===== src/rtl/wptr_full_ctrl_pkg.sv =====
// Shared definitions for the async-FIFO pointer blocks: default geometry and
// binary/Gray conversion helpers used by both the write and read pointer logic.
package wptr_full_ctrl_pkg;

    localparam int unsigned DEFAULT_ADDR_SIZE = 4;
    localparam int unsigned DEFAULT_AF_THRESH = 14;

    // Helpers work on a fixed wide word; callers size-cast to their pointer width.
    localparam int unsigned PTR_MAX_W = 32;
    typedef logic [PTR_MAX_W-1:0] ptr_word_t;

    function automatic ptr_word_t bin2gray(input ptr_word_t b);
        return b ^ (b >> 1);
    endfunction

    // Prefix-XOR from the MSB down, done in log2 steps.
    function automatic ptr_word_t gray2bin(input ptr_word_t g);
        ptr_word_t b;
        b = g;
        for (int unsigned s = 1; s < PTR_MAX_W; s = s << 1) begin
            b = b ^ (b >> s);
        end
        return b;
    endfunction

endpackage


===== src/rtl/wptr_full_ctrl_if.sv =====
// Producer-side bundle of the FIFO write-pointer controller; the controller
// is the slave, the producer/memory side is the master.
interface wptr_full_ctrl_if
    import wptr_full_ctrl_pkg::*;
#(
    parameter int unsigned ADDR_SIZE = DEFAULT_ADDR_SIZE
);

    logic                 wr_en;
    logic [ADDR_SIZE:0]   rd_ptr_gray;
    logic [ADDR_SIZE-1:0] wr_addr;
    logic [ADDR_SIZE:0]   wr_ptr_gray;
    logic                 wr_accept;
    logic                 full;
    logic                 almost_full;
    logic [ADDR_SIZE:0]   wr_count;
    logic                 overflow;

    modport master (
        output wr_en,
        output rd_ptr_gray,
        input  wr_addr,
        input  wr_ptr_gray,
        input  wr_accept,
        input  full,
        input  almost_full,
        input  wr_count,
        input  overflow
    );

    modport slave (
        input  wr_en,
        input  rd_ptr_gray,
        output wr_addr,
        output wr_ptr_gray,
        output wr_accept,
        output full,
        output almost_full,
        output wr_count,
        output overflow
    );

endinterface


===== src/rtl/wptr_full_ctrl_sync_2ff.sv =====
// Two-flop clock-domain-crossing synchronizer with asynchronous active-low reset.
module sync_2ff #(
    parameter int unsigned WIDTH = 1
) (
    input  logic             clk,
    input  logic             rst_n,
    input  logic [WIDTH-1:0] i_d,
    output logic [WIDTH-1:0] o_q
);

    logic [WIDTH-1:0] r_meta;
    logic [WIDTH-1:0] r_sync;

    always_ff @(posedge clk or negedge rst_n) begin
        if (!rst_n) begin
            r_meta <= '0;
            r_sync <= '0;
        end else begin
            r_meta <= i_d;
            r_sync <= r_meta;
        end
    end

    assign o_q = r_sync;

endmodule


===== src/rtl/wptr_full_ctrl.sv =====
// Write-domain pointer, full/almost-full and occupancy logic of an async FIFO.
// Flags are computed from the next pointer so they track the write on the same edge.
module wptr_full_ctrl
    import wptr_full_ctrl_pkg::*;
#(
    parameter int unsigned ADDR_SIZE          = DEFAULT_ADDR_SIZE,
    parameter int unsigned ALMOST_FULL_THRESH = DEFAULT_AF_THRESH
) (
    input  logic              clk,
    input  logic              rst_n,
    wptr_full_ctrl_if.slave   bus
);

    localparam int unsigned PW = ADDR_SIZE + 1;

    // Full when the Gray pointers differ only in their two MSBs.
    localparam logic [ADDR_SIZE:0] FULL_MASK = PW'(3) << (ADDR_SIZE - 1);
    localparam logic [ADDR_SIZE:0] AF_THRESH = PW'(ALMOST_FULL_THRESH);

    logic [ADDR_SIZE:0] r_wbin;
    logic [ADDR_SIZE:0] r_wgray;
    logic [ADDR_SIZE:0] r_count;
    logic               r_full;
    logic               r_afull;
    logic               r_ovf;

    logic               w_accept;
    logic [ADDR_SIZE:0] w_wbin_next;
    logic [ADDR_SIZE:0] w_wgray_next;
    logic [ADDR_SIZE:0] w_rq2;
    logic [ADDR_SIZE:0] w_rbin;
    logic [ADDR_SIZE:0] w_count_next;
    logic               w_full_next;
    logic               w_afull_next;

    sync_2ff #(
        .WIDTH (PW)
    ) u_rptr_sync (
        .clk   (clk),
        .rst_n (rst_n),
        .i_d   (bus.rd_ptr_gray),
        .o_q   (w_rq2)
    );

    always_comb begin
        w_accept     = bus.wr_en & ~r_full;
        w_wbin_next  = r_wbin + PW'(w_accept);
        w_wgray_next = PW'(bin2gray(ptr_word_t'(w_wbin_next)));
        w_rbin       = PW'(gray2bin(ptr_word_t'(w_rq2)));
        w_count_next = w_wbin_next - w_rbin;
        w_full_next  = (w_wgray_next == (w_rq2 ^ FULL_MASK));
        w_afull_next = (w_count_next >= AF_THRESH);
    end

    always_ff @(posedge clk or negedge rst_n) begin
        if (!rst_n) begin
            r_wbin  <= '0;
            r_wgray <= '0;
            r_count <= '0;
            r_full  <= 1'b0;
            r_afull <= 1'b0;
            r_ovf   <= 1'b0;
        end else begin
            r_wbin  <= w_wbin_next;
            r_wgray <= w_wgray_next;
            r_count <= w_count_next;
            r_full  <= w_full_next;
            r_afull <= w_afull_next;
            r_ovf   <= bus.wr_en & r_full;
        end
    end

    assign bus.wr_addr     = r_wbin[ADDR_SIZE-1:0];
    assign bus.wr_ptr_gray = r_wgray;
    assign bus.wr_accept   = w_accept;
    assign bus.full        = r_full;
    assign bus.almost_full = r_afull;
    assign bus.wr_count    = r_count;
    assign bus.overflow    = r_ovf;

endmodule


===== src/flat_wrapper.sv =====
// flat-port wrapper written by rule: the top's interface ports become plain ports
module wptr_full_ctrl_flat import wptr_full_ctrl_pkg::*;
#(
    parameter int unsigned ADDR_SIZE          = DEFAULT_ADDR_SIZE,
    parameter int unsigned ALMOST_FULL_THRESH = DEFAULT_AF_THRESH
)
  (clk, rst_n, bus_wr_en, bus_rd_ptr_gray, bus_wr_addr, bus_wr_ptr_gray, bus_wr_accept, bus_full, bus_almost_full, bus_wr_count, bus_overflow);
  wptr_full_ctrl_if #(.ADDR_SIZE(ADDR_SIZE)) bus_i ();
  input  logic clk;
  input  logic rst_n;
  input wire logic [$bits(bus_i.wr_en)-1:0] bus_wr_en;
  input wire logic [$bits(bus_i.rd_ptr_gray)-1:0] bus_rd_ptr_gray;
  output wire logic [$bits(bus_i.wr_addr)-1:0] bus_wr_addr;
  output wire logic [$bits(bus_i.wr_ptr_gray)-1:0] bus_wr_ptr_gray;
  output wire logic [$bits(bus_i.wr_accept)-1:0] bus_wr_accept;
  output wire logic [$bits(bus_i.full)-1:0] bus_full;
  output wire logic [$bits(bus_i.almost_full)-1:0] bus_almost_full;
  output wire logic [$bits(bus_i.wr_count)-1:0] bus_wr_count;
  output wire logic [$bits(bus_i.overflow)-1:0] bus_overflow;
  assign bus_i.wr_en = bus_wr_en;
  assign bus_i.rd_ptr_gray = bus_rd_ptr_gray;
  assign bus_wr_addr = bus_i.wr_addr;
  assign bus_wr_ptr_gray = bus_i.wr_ptr_gray;
  assign bus_wr_accept = bus_i.wr_accept;
  assign bus_full = bus_i.full;
  assign bus_almost_full = bus_i.almost_full;
  assign bus_wr_count = bus_i.wr_count;
  assign bus_overflow = bus_i.overflow;
  wptr_full_ctrl #(.ADDR_SIZE(ADDR_SIZE), .ALMOST_FULL_THRESH(ALMOST_FULL_THRESH)) u_core (.clk(clk), .rst_n(rst_n), .bus(bus_i));
endmodule

===== config.mk =====
export PLATFORM = sky130hd
export DESIGN_NAME = wptr_full_ctrl_flat
export DESIGN_NICKNAME = d
export VERILOG_FILES = /design/src/rtl/wptr_full_ctrl_pkg.sv /design/src/rtl/wptr_full_ctrl_if.sv /design/src/rtl/wptr_full_ctrl_sync_2ff.sv /design/src/rtl/wptr_full_ctrl.sv /design/src/flat_wrapper.sv
export SDC_FILE = /design/constraint.sdc
export NUM_CORES = 1
export LEC_CHECK = 0
export ABC_AREA = 1
export BUFFER_PORTS_ARGS = -buffer_cell sky130_fd_sc_hd__buf_2
export CORE_ASPECT_RATIO = 0.6
export CORE_MARGIN = 5
export CORE_UTILIZATION = 45
export DETAILED_ROUTE_END_ITERATION = 8
export GPL_TIMING_DRIVEN = 0
export HOLD_SLACK_MARGIN = 0.1
export PLACE_DENSITY = 0.74
export SLEW_MARGIN = 0
export SYNTH_ARGS = -nofsm -noshare
export SYNTH_HDL_FRONTEND = slang
export SYNTH_SLANG_ARGS = --single-unit

===== constraint.sdc =====
create_clock -name clk -period 2.7 [get_ports clk]
set_clock_uncertainty 0.2 [all_clocks]
set_input_delay 0.135 -clock clk [delete_from_list [all_inputs] [get_ports clk]]
set_output_delay 0.135 -clock clk [all_outputs]
set_load 0.005 [all_outputs]

==> results.json <==
{
  "dr.pass1.iters": 4,
  "cts_inserted_buffers": 3,
  "clock_insertion_delay_worst_skew_ns": 0.26,
  "drive_gt1_frac": 0.302,
  "fin_worst_hold_slack_ns": 0.152,
  "power.clock.fraction": 0.126,
  "cts_tree": "done",
  "critPathCaptureType": "flop",
  "postSynth.asyncResetShare": 1.00,
  "clockRootBuffer": "clkbuf_8",
  "layout_worst_path_cycle_share": 0.919,
  "worst_pin_slew_ns": 0.572,
  "slew_limit_headroom": 0.618,
  "grt_first_pass_wirelength_microns": 4280,
  "dieWidth_microns": 79.9,
  "n_antenna_cell": 0,
  "post_syn_area_per_cell_sq_um": 9.70,
  "top_flip_flop_cell_by_instance_count_after_synthesis": "dfrtp_1",
  "status": "complete, no violations",
  "overflow": 0,
  "power.density_cell_area_nw_per_um2": 1080,
  "detail_route.iter0.violations": 34,
  "total_nets_after_synthesis": 150,
  "critical_path_arrival_ns": 2.44,
  "drv_slew": 0,
  "total_switching_power_uw": 731,
  "area_fraction_in_compound_gates_after_synthesis": 0.0123,
  "synth.mux.area_fraction": 0,
  "cts.repair_timing.setup_buffer_count": 0,
  "postRouteAntennaNets": 0,
  "synth-simple-area-share": 0.268,
  "groute.usage.overall": 0.132,
  "port-buffer-count": 25,
  "post-synth-top-area-fraction": 0.512,
  "syn_area_sq_um": 1320,
  "worst_setup_path_start_kind": "flop",
  "p_int_uw": 1010,
  "detail_route.wirelength_microns": 2330,
  "fp.dieArea_sq_um": 4150,
  "critPathRequiredTime_ns": 2.65,
  "clock_sink_count": 27,
  "largest_net_degree_at_the_start_of_global_routing": 28,
  "synth-adder-area-share": 0.0626,
  "fp.dieH_microns": 51.9,
  "dominant_cell_by_count_in_the_synthesized_netlist": "nand2_1",
  "main_combinational_cell_family_by_area_after_synthesis": "simple AND/OR/NAND/NOR gates",
  "seq_power_share": 0.360,
  "finalSetupViolCount": 0,
  "hold_viol": 0,
  "num_vias": 952,
  "timing.fmax_ghz": 0.403,
  "row_count": 15,
  "pin_count": 26,
  "number_of_antenna_violations_at_the_first_check_in_global_routing": 0,
  "synth.ff_latch_count": 27,
  "design.final.nets": 187,
  "leakage_uw": 0.000878,
  "htree_levels": 1,
  "dp.final_hpwl_microns": 1890,
  "grt_pass1_vias": 985,
  "post_synth_inst_count": 136,
  "ys_warn_count": 0,
  "gp_congestion": 0.792,
  "grt_setup_unrepaired": "no",
  "fin_setup_tns_ns": 0,
  "critPathMaxFanout": 3,
  "initial_core_util": 0.465,
  "remaining_drc_errors": 0,
  "seq_area_frac_synth": 0.512,
  "synthDominantAreaCellType": "dfrtp_1",
  "fp.coreArea_sq_um": 2830,
  "cts.reportedPaths.clkPinSlew_ns": 0.09,
  "synth_area_leaders": "dfrtp_1 51%, nand2_1 9.7%, inv_1 6.5%",
  "area_growth_syn_to_layout_pct": 22.4,
  "power.share.switching": 0.419,
  "synth-xor-area-share": 0.0740,
  "route.detailed.wl_per_inst_microns": 10.9,
  "max-clock-path-buffers": 2,
  "synth-edff-count": 0,
  "avgViaCountPerCell": 4.45,
  "comb_power_share": 0.514,
  "post-route-min-period_ns": 2.48,
  "vdd_drop_max_v": 0.000405,
  "synth_commonest_cells": "34 x nand2_1, 27 x dfrtp_1, 23 x inv_1",
  "critical_path_class": "flop to flop",
  "max_cap_viol_count": 0,
  "synth_cell_types": 24,
  "min_path_type": "flop to flop"
}
[layout by cell type (no fill, tap or decap)]
master and count:
nand2_1 34, dfrtp_1 27, buf_2 25, inv_1 23
nand2_2 11, nand3_1 11, dlygate4sd3_1 7, ha_1 4
clkbuf_8 3, xor2_2 2, inv_2 2, nor2_1 2
nand4_1 2, xnor2_1 2, nand2_4 2, nor2_2 2
xnor2_2 1, nand3_2 1, xor2_1 1, xnor3_1 1
nor2_4 1, a31oi_1 1, a21oi_1 1, o21ai_0 1
nand3_4 1, nand3b_1 1, fa_1 1, ha_2 1
clkbuf_1 1
[power groups by stage]
stage / Sequential [uW] / Clock (uW) / Combinational (uW)
floorplan: 646 / 0 / 611
global placement: 628 / 0 / 857
detailed placement: 637 / 0 / 902
CTS: 629 / 230 / 911
global route: 648 / 243 / 1040
finish: 627 / 220 / 897
[per-layer routing]
metal,share of wire,wire length [microns],GRT usage,vias to the layer above
met2,0.45,1050,0.218,23
met4,0.0047,11,0.0253,0
met5,0,0,0,-
li1,-,-,-,482
met1,0.49,1140,0.174,445
met3,0.059,137,0.0398,2
[sequential cells by signal (all words and copies together), names as in the netlist]
register                   flops
u_core.bus.wr_count            5
u_core.r_wbin                  5
u_core.u_rptr_sync.o_q         5
u_core.u_rptr_sync.r_meta      5
u_core.bus.wr_ptr_gray         4
u_core.bus.almost_full         1
u_core.bus.full                1
u_core.bus.overflow            1
[cell type report]
type	instances	area (sq um)
fillers	258	1220
flip-flops and latches	27	676
multi-input cells	84	552
repair buffers	32	195
inverters	25	93.8
well taps	42	52.6
clock buffers	4	45.0
[path summary, 6_finish.rpt]
| kind | cells past startpoint | end | start | slack [ns] |
|---|---|---|---|---|
| min in group asynchronous | 2 | u_core.bus.overflow$_DFF_PN0_ | rst_n | 0.19 |
| max in group asynchronous | 2 | u_core.r_wbin[4]$_DFF_PN0_ | rst_n | 1.72 |
| worst min-delay path | 0 | u_core.u_rptr_sync.o_q[0]$_DFF_PN0_ | u_core.u_rptr_sync.r_meta[0]$_DFF_PN0_ | 0.15 |
| worst min register to register | 0 | u_core.u_rptr_sync.o_q[0]$_DFF_PN0_ | u_core.u_rptr_sync.r_meta[0]$_DFF_PN0_ | 0.15 |
| worst max-delay path | 9 | u_core.bus.almost_full$_DFF_PN0_ | u_core.u_rptr_sync.o_q[4]$_DFF_PN0_ | 0.22 |
| worst max register to register | 9 | u_core.bus.almost_full$_DFF_PN0_ | u_core.u_rptr_sync.o_q[4]$_DFF_PN0_ | 0.22 |
[repair_timing]
item / CTS / global route
gates resized for setup: 0 / 1
hold endpoints to repair: 35 / 0
hold buffers: 7 / 0
setup endpoints to repair: 0 / 1
[critical path, stage by stage (launching register included)]
cell	delay [ns]
dfrtp_1	0.43
xnor2_2	0.23
xor2_2	0.27
xnor3_1	0.26
ha_1	0.21
fa_1	0.42
inv_1	0.07
a31oi_1	0.10
nand3_1	0.10
nand3_1	0.08
[per-stage QoR]
stage / cell area (sq um) / cells / setup WS [ns] / util / power (uW)
2_1_floorplan: 1320 / 136 / 0.380 / - / 1260
3_3_place_gp: 1500 / 203 / 0.264 / 0.528 / 1490
3_5_place_dp: 1500 / 203 / 0.224 / 0.528 / 1540
4_1_cts: 1610 / 214 / 0.195 / 0.569 / 1770
5_1_grt: 1610 / 214 / 0.00262 / 0.570 / 1930
6_report: 1610 / 214 / 0.217 / 0.570 / 1740
[cells by family after synthesis]
logic type | count (synthesis)
buffers and inverters | 25
AND/OR/NAND/NOR | 68
adder cells (fa/ha/maj) | 6
AO/OA/AOI/OAI | 3
flip-flops | 27
XOR/XNOR | 7
Note: power is estimated with default switching activity, not from simulation.
